$ cat src/rtl/instr_queue_pkg.sv
// Shared core definitions for the fetch/decode decoupling queue.
// Provides the filter FSM state type and the instruction size constant.
package instr_queue_pkg;

    localparam int unsigned CoreXlen      = 32;
    localparam int unsigned InstrSizeByte = CoreXlen / 8;

    typedef enum logic {
        IQ_DROP = 1'b0,
        IQ_RUN  = 1'b1
    } iq_state_t;

endpackage

$ cat src/rtl/iq_storage.sv
// Entry storage for instr_queue: DEPTH x WIDTH register array, one write
// port, one asynchronous read port, intentionally not reset.
//   clk   : clock
//   we    : write enable
//   waddr : write index, wdata : write entry
//   raddr : read index,  rdata : read entry (combinational)
module iq_storage #(
    parameter int unsigned DEPTH = 4,
    parameter int unsigned WIDTH = 64,
    localparam int unsigned AW   = $clog2(DEPTH)
) (
    input  logic             clk,
    input  logic             we,
    input  logic [AW-1:0]    waddr,
    input  logic [WIDTH-1:0] wdata,
    input  logic [AW-1:0]    raddr,
    output logic [WIDTH-1:0] rdata
);

    logic [WIDTH-1:0] mem [DEPTH];

    always_ff @(posedge clk) begin
        if (we) begin
            mem[waddr] <= wdata;
        end
    end

    assign rdata = mem[raddr];

endmodule

$ cat src/rtl/instr_queue.sv
// Decoupling queue between fetch and decode with skid-based backpressure
// and a PC filter that discards stale fetch output after reset/redirect.
//   clk_i/rst_ni          : clock, async active-low reset
//   boot_addr_i           : first expected PC after reset
//   instr_valid_i/pc/instr: fetch output; instr_ready_o back to fetch
//   flush_i/flush_pc_i    : redirect, empties queue and re-arms the filter
//   instr_valid_o/pc/instr, instr_ready_i : decoder stream
//   count_o               : occupancy; overflow_o : sticky overflow flag
module instr_queue
    import instr_queue_pkg::*;
#(
    parameter int unsigned XLEN  = 32,
    parameter int unsigned DEPTH = 4,
    parameter int unsigned SKID  = 2,
    localparam int unsigned PW   = $clog2(DEPTH),
    localparam int unsigned CW   = $clog2(DEPTH + 1)
) (
    input  logic            clk_i,
    input  logic            rst_ni,
    input  logic [XLEN-1:0] boot_addr_i,
    input  logic            instr_valid_i,
    input  logic [XLEN-1:0] instr_pc_i,
    input  logic [XLEN-1:0] instr_i,
    output logic            instr_ready_o,
    input  logic            flush_i,
    input  logic [XLEN-1:0] flush_pc_i,
    output logic            instr_valid_o,
    output logic [XLEN-1:0] instr_pc_o,
    output logic [XLEN-1:0] instr_o,
    input  logic            instr_ready_i,
    output logic [CW-1:0]   count_o,
    output logic            overflow_o
);

    iq_state_t       state_q;
    logic            boot_sel_q;
    logic [XLEN-1:0] expect_q;
    logic [PW-1:0]   rd_q;
    logic [PW-1:0]   wr_q;
    logic [CW-1:0]   count_q;
    logic            overflow_q;

    logic [XLEN-1:0] expect_pc;
    logic            full;
    logic            pc_ok;
    logic            accept;
    logic            push;
    logic            pop;
    logic [2*XLEN-1:0] rdata;

    // Until the first redirect, the expected PC tracks boot_addr_i
    // directly, so reset never has to load a non-constant value.
    assign expect_pc = boot_sel_q ? boot_addr_i : expect_q;

    assign full   = (count_q == CW'(DEPTH));
    assign pc_ok  = (state_q == IQ_RUN) || (instr_pc_i == expect_pc);
    assign accept = instr_valid_i && pc_ok && !flush_i;
    assign pop    = instr_valid_o && instr_ready_i;
    // A full queue still accepts when the head leaves in the same cycle.
    assign push   = accept && (!full || pop);

    always_ff @(posedge clk_i or negedge rst_ni) begin
        if (!rst_ni) begin
            state_q    <= IQ_DROP;
            boot_sel_q <= 1'b1;
            expect_q   <= '0;
            rd_q       <= '0;
            wr_q       <= '0;
            count_q    <= '0;
            overflow_q <= 1'b0;
        end else if (flush_i) begin
            state_q    <= IQ_DROP;
            boot_sel_q <= 1'b0;
            expect_q   <= flush_pc_i;
            rd_q       <= '0;
            wr_q       <= '0;
            count_q    <= '0;
        end else begin
            if (accept && state_q == IQ_DROP) begin
                state_q <= IQ_RUN;
            end
            if (accept && full && !pop) begin
                overflow_q <= 1'b1;
            end
            if (push) begin
                wr_q <= wr_q + PW'(1);
            end
            if (pop) begin
                rd_q <= rd_q + PW'(1);
            end
            unique case ({push, pop})
                2'b10:   count_q <= count_q + CW'(1);
                2'b01:   count_q <= count_q - CW'(1);
                default: count_q <= count_q;
            endcase
        end
    end

    iq_storage #(
        .DEPTH (DEPTH),
        .WIDTH (2 * XLEN)
    ) u_storage (
        .clk   (clk_i),
        .we    (push),
        .waddr (wr_q),
        .wdata ({instr_pc_i, instr_i}),
        .raddr (rd_q),
        .rdata (rdata)
    );

    assign instr_pc_o    = rdata[2*XLEN-1:XLEN];
    assign instr_o       = rdata[XLEN-1:0];
    assign instr_valid_o = (count_q != '0);
    assign instr_ready_o = ((32'(count_q) + 32'(SKID)) < 32'(DEPTH));
    assign count_o       = count_q;
    assign overflow_o    = overflow_q;

endmodule
$ cat config.mk
export PLATFORM = sky130hd
export DESIGN_NAME = instr_queue
export DESIGN_NICKNAME = d
export VERILOG_FILES = /design/src/rtl/instr_queue_pkg.sv /design/src/rtl/iq_storage.sv /design/src/rtl/instr_queue.sv
export SDC_FILE = /design/constraint.sdc
export NUM_CORES = 1
export LEC_CHECK = 0
export CORE_UTILIZATION = 51
export CTS_CLUSTER_SIZE = 16
export DETAILED_ROUTE_END_ITERATION = 6
export GPL_TIMING_DRIVEN = 0
export HOLD_SLACK_MARGIN = 0.08
export MAX_ROUTING_LAYER = met4
export PLACE_DENSITY_LB_ADDON = 0.05
export SLEW_MARGIN = 10
export SYNTH_ARGS = -nofsm -noshare
export SYNTH_HDL_FRONTEND = slang
export SYNTH_SLANG_ARGS = --single-unit
$ cat constraint.sdc
create_clock -name clk_i -period 4.5 [get_ports clk_i]
set_clock_uncertainty 0.05 [all_clocks]
set_input_delay 1.125 -clock clk_i [delete_from_list [all_inputs] [get_ports clk_i]]
set_output_delay 1.125 -clock clk_i [all_outputs]
set_load 0.01 [all_outputs]
==> flow_summary.yaml, run 1 <==
clock_tree:
  htreeDepth: 1
  cts_root_buf: "clkbuf_16"
  cts_buffers: 30
  cts_tree: "done"
  clock-sinks: 298
  clk_pin_slew_worst_paths_ns: 0.06
  clock_latency_ns: 0.55
  cts_setup_buffers: 0
  cts_max_path_buffers: 3
power_and_ir_drop:
  power_density_nw_per_um2: 409
  ir_drop_mv: 0.314
  total_power_mw: 6.26
  power.leakage_nw: 4.96
sta:
  max-slew-margin-rel_pct: 41.5
  period_share_pct: 95.3
  rsz0062_at_grt: "no"
  timing.fmax_mhz: 233
  tns_ns: 0
  hold_violations: 0
  finalCriticalPeriod_ns: 4.29
  finalSetupViolCount: 0
  worst_pin_slew_ns: 0.877
  slew_violations: 0
synth:
  synthSimpleGateAreaFrac_pct: 1.99
  synthMuxAreaShare_pct: 18.3
  ys_ff_latch: 298
  synthCells: 555
  ys_types: 40
  yosys.area_share.adder_pct: 0.596
  netlist_area_sq_um: 11800
  ys_warn_count: 0
  synth_xor_area_share_pct: 2.68
  synth_nets: 693
  synth_top_family_by_area: "multiplexers"
  seq_area_frac_synth_pct: 74.3
  synth_compound_area_share_pct: 0.830
  avgSynthCellArea_sq_um: 21.2
drt:
  drt-total-wl_mm: 24.7
  post_drt_wl_per_cell_microns: 22.4
  vias: 6140
  drt_iter0_markers: 325
  routed_via_density: 5.57
  drc: 0
  first_pass_iters: 5
  antenna_left: 0
setup_path:
  critPathMaxFanout: 51
  crit_path_start_kind: "input port"
  crit_arrival_ns: 4.45
  r2r-end: "u_storage.mem[2][35]"
  rr_startpoint: "boot_sel_q"
  slowest_stage: "nor4_1"
  crit_buf_inv: 2
  rrSetupSlack_ns: 0.26
  r2r_cells: 11
  crit_chain: "clkdlybuf4s50_1 > mux2i_1 > xnor2_1 > nor4_1 > nand4_1 > o21ai_2 > nand2_2 > nor2_1 > and3_4 > buf_16"
  cp-end-kind: "register"
  critPathKind: "in2reg"
  crit_family: "simple AND/OR/NAND/NOR gates"
  cpPeakStageDelay_ns: 0.70
  required_ns: 4.66
cells_and_area:
  mostFrequentLayoutCells: "edfxtp_1, clkdlybuf4s50_1, mux4_2"
  final-seq-area_sq_um: 8740
  syn_to_final_growth_pct: 30.3
  multiInputGateArea_sq_um: 2890
  diodes: 0
  post-route-util_pct: 67.7
  nNetsFinal: 931
  final_common_cell: "edfxtp_1"
  drive_gt1_share_pct: 20.7
  fillers: 1500
  fin_cells: 1102
floorplan:
  start_util_pct: 51.9
  core_sq_um: 22600
  num_rows: 55
  die_w_microns: 154
  dieArea_sq_um: 23700
  dieHeight_microns: 154
  boundaryPins: 203
grt:
  track_usage_pct: 22.4
  first_global_vias: 6667
  grt_pass1_wl_mm: 38.2
  grt_antenna_before_repair: 0
  grt_max_degree: 52
  overflow: 0
placed_design:
  dp_hpwl_mm: 16.4
  port_buffers: 201
  dpl.cell_count: 1046
  gp_congestion: 0.836
flow_run:
  max-cap-violations: 0
worst_hold_path:
  hold_class: "in2async"
outcome:
  status: "completed"
worst max-delay path by stage:
stage / slack [ns] / cells after the start / end / from
finish: 0.21 / 10 / u_storage.mem[2][35] / boot_addr_i[24]
detailed placement: -0.27 / 10 / u_storage.mem[0][6] / boot_addr_i[24]
global placement: -2.25 / 9 / u_storage.mem[0][6] / boot_addr_i[24]
CTS: 0.16 / 4 / instr_pc_o[30] / rd_q[0]
floorplan: 0.16 / 8 / u_storage.mem[0][0] / boot_addr_i[21]
global route: 0.05 / 4 / instr_pc_o[26] / rd_q[0]
timing repair:
| action | in CTS | in global routing |
|---|---|---|
| gates resized for setup | 7 | 0 |
| setup endpoints to repair | 38 | 0 |
| hold buffers | 0 | 0 |
synth_stat cells (all sizes together):
cell / number / area share, %
a21o: 1 / 0.064
a21oi: 2 / 0.085
a221oi: 1 / 0.13
a31o: 2 / 0.15
a31oi: 1 / 0.053
and2: 1 / 0.053
and3: 5 / 0.27
buf: 12 / 0.67
clkbuf: 12 / 0.38
dfrtp: 41 / 8.7
dfstp: 1 / 0.22
edfxtp: 256 / 65
fa: 1 / 0.17
ha: 4 / 0.43
inv: 7 / 0.22
mux2: 33 / 3.2
mux2i: 34 / 2.9
mux4: 64 / 12
nand2: 6 / 0.21
nand3: 2 / 0.085
nand4: 2 / 0.11
nor2: 8 / 0.26
nor2b: 2 / 0.11
nor3: 3 / 0.21
nor4: 9 / 0.53
o211ai: 1 / 0.064
o21a: 1 / 0.064
o21ai: 3 / 0.16
o31ai: 1 / 0.064
or2: 1 / 0.053
or3: 2 / 0.11
xnor2: 34 / 2.5
xor2: 2 / 0.15
power breakdown:
group | switching (mW) | leakage (nW) | internal (mW) | total [mW]
Sequential | 0.0200 | 2.81 | 3.03 | 3.05
Clock | 1.01 | 0.502 | 1.54 | 2.55
Combinational | 0.274 | 1.65 | 0.386 | 0.660
Total | 1.30 | 4.96 | 4.96 | 6.26
per-layer routing:
| metal | GRT usage, % | up-vias | share of wire (%) |
|---|---|---|---|
| met5 | - | - | 0 |
| met2 | 36.0 | 214 | 50 |
| met4 | 7.00 | 0 | 2.7 |
| li1 | - | 2738 | - |
| met3 | 4.06 | 48 | 6.0 |
| met1 | 29.2 | 3140 | 42 |
kinds of logic (layout without fill, tap and decap cells):
kind of cell / after synthesis / after routing
AO/OA/AOI/OAI: 13 / 13
flip-flops: 298 / 298
XOR/XNOR: 36 / 36
adder cells (fa/ha/maj): 5 / 5
buffers and inverters: 31 / 293
AND/OR/NAND/NOR: 41 / 41
multiplexers: 131 / 131
per-stage QoR:
stage	hold WS (ns)	cell area, sq um	setup WS [ns]
after floorplan	0.430	11800	0.163
after global placement	0.402	14100	-2.25
after detailed placement	0.404	14300	-0.266
after CTS	0.391	15300	0.161
after global routing	0.405	15300	0.0514
final	0.406	15300	0.211
area by class of cell:
cell class | instances | area share (%)
Tap cell | 285 | 2.33
Multi-Input combinational cell | 226 | 18.9
Buffer | 24 | 0.963
Inverter | 7 | 0.171
Clock buffer | 38 | 5.49
Clock inverter | 18 | 1.22
Sequential cell | 298 | 57.0
Timing Repair Buffer | 206 | 13.9
registers in the layout (all words and copies together) (netlist names):
register,flops
wr_q,2
rd_q,2
count_o,3
expect_q,32
boot_sel_q,1
u_storage.mem,256
state_q,1
overflow_o,1
(Power assumes the default switching activity.)
==> run 2, diff against run 1 <==
- ABC_AREA: default -> 1
- RECOVER_POWER: default -> 100
==> run 2 against run 1 <==
Against the previous run:
- the run now ends with capacitance limit, slew limit left
- critical path depth is 2 higher
- count of clock-buffer cells in the layout is 1 higher
- power is 8.7% higher
- first-iteration DRC count is 100% higher
- routed wire length is 24% higher
- utilization is 0.48 points lower
- non-clock buffer count is 37 higher
- combinational power is 100% higher
- worst hold slack better by 0.013 ns
- sequential cell count stayed put
- via count is 44% higher
- critical path type unchanged
- largest power group unchanged
==> flow_summary.yaml, run 2 <==
clock_tree:
  hold_buffers: 0
  clk_pin_slew_worst_paths_ns: 0.06
  cts_tree: "done"
  clock_latency_ns: 0.55
  clock-sinks: 298
  cts_buffers: 30
  cts_max_path_buffers: 3
  htreeDepth: 1
  cts_root_buf: "clkbuf_16"
sta:
  hold_violations: 0
  finalCriticalPeriod_ns: 4.25
  timing.fmax_mhz: 235
  max-slew-margin-rel_pct: -5.43
  worst_hold_slack_ns: 0.419
  slew_violations: 28
  rsz0062_at_grt: "no"
  worst_pin_slew_ns: 1.58
  period_share_pct: 94.4
  finalSetupViolCount: 0
synth:
  seq_area_frac_synth_pct: 71.0
  ys.flop_type: "edfxtp_1"
  synth_edf_count: 256
  synth_top_cell_by_area: "edfxtp_1"
  ys_types: 28
  ys_warn_count: 0
  avgSynthCellArea_sq_um: 11.4
  netlist_area_sq_um: 12300
  async_flop_share_pct: 14.1
  ys_ff_latch: 298
  ys_top_cells_by_count: "nand2_1, edfxtp_1, nor2_1, o21ai_0, o22ai_1"
  synthMostInstantiatedCell: "nand2_1"
  synth_area_leaders: "edfxtp_1, dfrtp_1, nand2_1"
  synthCells: 1079
  synth_nets: 1217
  synth_top_area_share_pct: 62.5
drt:
  drc: 0
  drt-total-wl_mm: 30.5
  post_drt_wl_per_cell_microns: 18.3
  first_pass_iters: 7
  routed_via_density: 5.31
  antenna_left: 0
  vias: 8829
  drt_iter0_markers: 665
power_and_ir_drop:
  ir_drop_mv: 0.281
  power.leakage_nw: 5.98
  swShare_pct: 26.2
  clkPwrFrac_pct: 35.5
  power_density_nw_per_um2: 430
  pwr-share-seq_pct: 45.1
  total_power_mw: 6.80
  p_switching_mw: 1.78
  p_int_mw: 5.02
  power_frac_comb_pct: 19.4
setup_path:
  cp-end-kind: "register"
  critPathKind: "in2reg"
  crit_arrival_ns: 4.39
  critPathMaxFanout: 23
  r2r_cells: 15
  crit_path_start_kind: "input port"
  required_ns: 4.64
placed_design:
  gp_congestion: 0.848
  port_buffers: 201
  dpl.cell_count: 1609
  placed_area_sq_um: 15000
  dp_hpwl_mm: 21.1
floorplan:
  boundaryPins: 203
  dieHeight_microns: 157
  core_sq_um: 23500
  start_util_pct: 52.3
  dieArea_sq_um: 24700
  num_rows: 56
  die_w_microns: 157
grt:
  first_global_vias: 8422
  grt_pass1_wl_mm: 46.1
  overflow: 0
  track_usage_pct: 25.9
  grt_max_degree: 28
  grt_antenna_before_repair: 0
cells_and_area:
  multiInputGateArea_sq_um: 3110
  final-seq-area_sq_um: 8740
  largest_register_ffs: 256
  regMostFlops: "u_storage.mem"
  mostFrequentLayoutCells: "nand2_1, edfxtp_1, nor2_1"
  syn_to_final_growth_pct: 28.6
  nNetsFinal: 1459
  final_common_cell: "nand2_1"
  drive_gt1_share_pct: 5.88
  postLayoutCellArea_sq_um: 15800
  fillers: 1830
  fin_cells: 1664
flow_run:
  max-cap-violations: 1
worst_hold_path:
  hold_path_depth: 2
  hold_class: "reg2reg"
outcome:
  status: "finished, violations left"
  violations: "capacitance limit, slew limit"
==> run 2: cell types whose count changed after synthesis, moves of 32 or more <==
cell | previous run | this run
inv_1 | 7 | 49
o21ai_0 | 2 | 139
nor2_1 | 8 | 146
mux2i_1 | 34 | 0
mux2_2 | 32 | 0
o22ai_1 | 0 | 64
xnor2_1 | 34 | 0
mux4_2 | 64 | 0
clkbuf_1 | 12 | 48
nand2_1 | 5 | 257
==> run 2: worst max-delay path, cell delays in order <==
cell and delay [ns]:
dlygate4sd3_1 0.66, nand3b_1 0.21, nand2_1 0.09, nand3_1 0.08, nor2_1 0.11, nand2_1 0.07
nor2_1 0.08, nand2_1 0.09, nand2_1 0.16, nand3_1 0.43, nor2_4 0.70, clkbuf_4 0.56
==> run 2: metrics by stage <==
stage / TNS, ns / util [%] / setup WS, ns
floorplan: -174.12 / - / -0.680
global placement: -923.61 / 62.5 / -3.78
detailed placement: 0 / 63.6 / 0.112
CTS: 0 / 67.7 / 0.00548
global route: 0 / 67.2 / 0.0353
finish: 0 / 67.2 / 0.253
==> run 2: logic make-up (layout without fill, tap and decap cells) <==
family	Yosys count	count (layout)	share of synthesized area [%]
buffers and inverters	107	372	3.64
flip-flops	298	298	71.0
adder cells (fa/ha/maj)	5	5	0.570
AO/OA/AOI/OAI	211	211	9.31
other	0	1	0
AND/OR/NAND/NOR	457	457	15.4
XOR/XNOR	1	1	0.0712
==> run 2: power groups by stage <==
| stage | sequential [mW] | clock (mW) | combinational (mW) |
|---|---|---|---|
| after floorplan | 3.12 | 0 | 0.651 |
| after global placement | 3.12 | 0 | 1.40 |
| after detailed placement | 3.12 | 0 | 1.42 |
| after CTS | 3.06 | 2.45 | 1.42 |
| after global routing | 3.08 | 2.56 | 1.45 |
| final | 3.07 | 2.41 | 1.32 |
==> run 2: worst paths after layout <==
check | slack, ns | end | start
hold reg to reg | 0.42 | expect_q[10] | expect_q[10]
max in group asynchronous | 1.74 | expect_q[11] | rst_ni
hold / removal | 0.42 | expect_q[10] | expect_q[10]
setup reg to reg | 0.62 | u_storage.mem[0][9] | boot_sel_q
setup / recovery | 0.25 | u_storage.mem[0][9] | instr_pc_i[20]
min in group asynchronous | 0.67 | state_q | rst_ni
==> run 2: timing repair <==
action | in CTS | in global routing
setup buffers | 0 | 0
pin swaps | 0 | 0
gates resized for setup | 2 | 10
setup endpoints to repair | 64 | 42
==> run 2: final cells by class <==
type                    count  share of cell area [%]
flip-flops and latches    298                    55.2
multi-input cells         674                    19.7
repair buffers            211                    13.6
clock buffers              39                    5.16
well taps                 319                    2.52
plain buffers              56                    1.64
inverters                  50                    1.22
clock inverters            16                   0.933
diodes                      1                  0.0158
==> run 2: per-layer routing <==
metal	part of all wire [%]	GRT usage (%)	vias up	wire, microns
li1	-	-	4258	-
met1	44	35.4	4187	13300
met2	47	41.4	340	14500
met3	7.0	3.11	44	2150
met4	1.9	6.84	0	576
met5	0	-	-	0
==> run 3, diff against run 2 <==
- SLEW_MARGIN: 10 -> default
- clock period: 4.5 -> 4.04 ns (I/O delays scaled with it)
==> run 3 against run 2 <==
Against the previous run:
- the flow still finishes with violations (capacitance limit, slew limit)
- utilization grew 0.12 points
- via count is essentially flat
- count of clock-buffer cells in the layout shrank 2
- global-route usage rose by 0.26 points
- first-iteration DRC count shrank 9.8%
- worst setup slack got worse by 0.10 ns
- cell count unchanged
- routed wire length decreased by 0.34%
- register-to-register slack lost 0.10 ns
- combinational power increased by 13%
- sequential power increased by 11%
- critical path type is now reg2out
- critical endpoint is now instr_pc_o[16]
- largest cell class unchanged
==> flow_summary.yaml, run 3 (synthesized netlist as in run 2, its figures left out) <==
flow_run:
  max-cap-violations: 1
clock_tree:
  cts_root_buf: "clkbuf_16"
  clock-sinks: 298
  cts_max_path_buffers: 3
  clk_pin_slew_worst_paths_ns: 0.06
  htreeDepth: 1
  clock_latency_ns: 0.55
  cts_tree: "done"
  hold_buffers: 0
  cts_buffers: 31
drt:
  drc: 0
  drt_iter0_markers: 600
  post_drt_wl_per_cell_microns: 18.3
  drt-total-wl_mm: 30.4
  routed_via_density: 5.30
  antenna_left: 0
  vias: 8823
  first_pass_iters: 6
floorplan:
  start_util_pct: 52.3
  boundaryPins: 203
  die_w_microns: 157
  dieHeight_microns: 157
  num_rows: 56
  core_sq_um: 23500
  dieArea_sq_um: 24700
power_and_ir_drop:
  ir_drop_mv: 0.299
  power_density_nw_per_um2: 476
  power.leakage_nw: 5.99
sta:
  finalSetupViolCount: 0
  worst_pin_slew_ns: 1.60
  post-route-worst-setup-slack_ns: 0.151
  period_share_pct: 96.3
  finalCriticalPeriod_ns: 3.89
  slew_violations: 28
  rsz0062_at_grt: "no"
  hold_violations: 0
  timing.fmax_mhz: 257
  max-slew-margin-rel_pct: -6.74
setup_path:
  worstSetupStartpoint: "rd_q[0]"
  cp-endpoint: "instr_pc_o[16]"
  required_ns: 2.98
  rrSetupSlack_ns: 0.52
  critPathKind: "reg2out"
  critPathMaxFanout: 13
  r2r-end: "u_storage.mem[3][18]"
  r2r_cells: 16
  crit_path_start_kind: "register"
  crit_arrival_ns: 2.83
  cp-end-kind: "output port"
  rr_startpoint: "boot_sel_q"
placed_design:
  place_ws_ns: -0.235
  gp_congestion: 0.848
  dpl.cell_count: 1608
  port_buffers: 201
  dp_hpwl_mm: 21.0
grt:
  first_global_vias: 8463
  track_usage_pct: 26.2
  overflow: 0
  grt_max_degree: 28
  grt_pass1_wl_mm: 46.5
  grt_antenna_before_repair: 0
cells_and_area:
  syn_to_final_growth_pct: 28.8
  largest_register_ffs: 256
  mostFrequentLayoutCells: "nand2_1, edfxtp_1, nor2_1"
  nNetsFinal: 1459
  final_common_cell: "nand2_1"
  final-seq-area_sq_um: 8740
  fin_cells: 1664
  fillers: 1780
  multiInputGateArea_sq_um: 3130
  drive_gt1_share_pct: 6.92
  regMostFlops: "u_storage.mem"
worst_hold_path:
  hold_class: "reg2reg"
  hp-start: "expect_q[27]"
outcome:
  status: "finished, violations left"
  violations: "capacitance limit, slew limit"
## run 3: cell types whose count changed in the layout (fill, tap and decap cells not counted), moves of 2 or more
cell	before	now
buf_12	1	4
clkbuf_1	52	42
clkbuf_2	6	15
clkbuf_4	4	0
clkdlybuf4s50_1	73	80
clkinv_2	7	9
clkinvlp_4	0	3
dlygate4sd3_1	127	120
## run 3: per-layer routing
layer	vias up	track usage, %	wire [microns]
met5	-	-	0
met3	47	3.39	2300
li1	4251	-	-
met2	377	41.4	14600
met4	0	6.84	506
met1	4148	36.0	13000
## run 3: timing repair
| action | 4_1_cts | 5_1_grt |
|---|---|---|
| gates resized for setup | 11 | 11 |
| endpoints found under the hold margin | 0 | 0 |
| gates cloned | 0 | 0 |
| endpoints found under the setup margin | 64 | 36 |
| buffers inserted | 0 | 0 |
## run 3: cell type report
cell class	instances	share of cell area, %
Sequential cell	298	55.1
Antenna cell	1	0.0158
Timing Repair Buffer	210	13.7
Inverter	50	1.22
Tap cell	319	2.52
Multi-Input combinational cell	674	19.7
Clock buffer	37	5.04
Clock inverter	19	0.924
Buffer	56	1.70
## run 3: report_power, final
group / leakage (nW) / total, mW / internal, mW / switching [mW]
clock: 0.461 / 2.65 / 1.53 / 1.12
combinational: 2.70 / 1.49 / 0.618 / 0.867
sequential: 2.82 / 3.42 / 3.38 / 0.0351
## run 3: worst max-delay path, cell delays in order (launching register included)
cell and delay (ns):
dfrtp_2 0.51, inv_1 0.12, clkbuf_2 0.31, clkbuf_2 0.33, o21ai_0 0.12, o22ai_1 0.23
dlygate4sd3_1 0.65
## run 3: how the worst min path moves through the flow
stage / to / slack [ns] / cells after the start
3_3_place_gp: expect_q[20] / 0.40 / 2
2_1_floorplan: expect_q[10] / 0.39 / 2
3_5_place_dp: expect_q[26] / 0.41 / 2
4_1_cts: state_q / 0.34 / 1
6_report: expect_q[27] / 0.42 / 2
5_1_grt: expect_q[13] / 0.43 / 2
## run 3: stage by stage
stage	TNS (ns)	total power [mW]	utilization, %	hold slack, ns	cell area (sq um)
floorplan	-262.44	4.19	-	0.392	12300
global placement	-1011.93	5.03	62.5	0.403	14700
detailed placement	-19.62	5.05	63.5	0.408	14900
CTS	0	7.67	67.5	0.339	15900
global route	0	7.85	67.3	0.434	15800
finish	0	7.55	67.3	0.419	15900
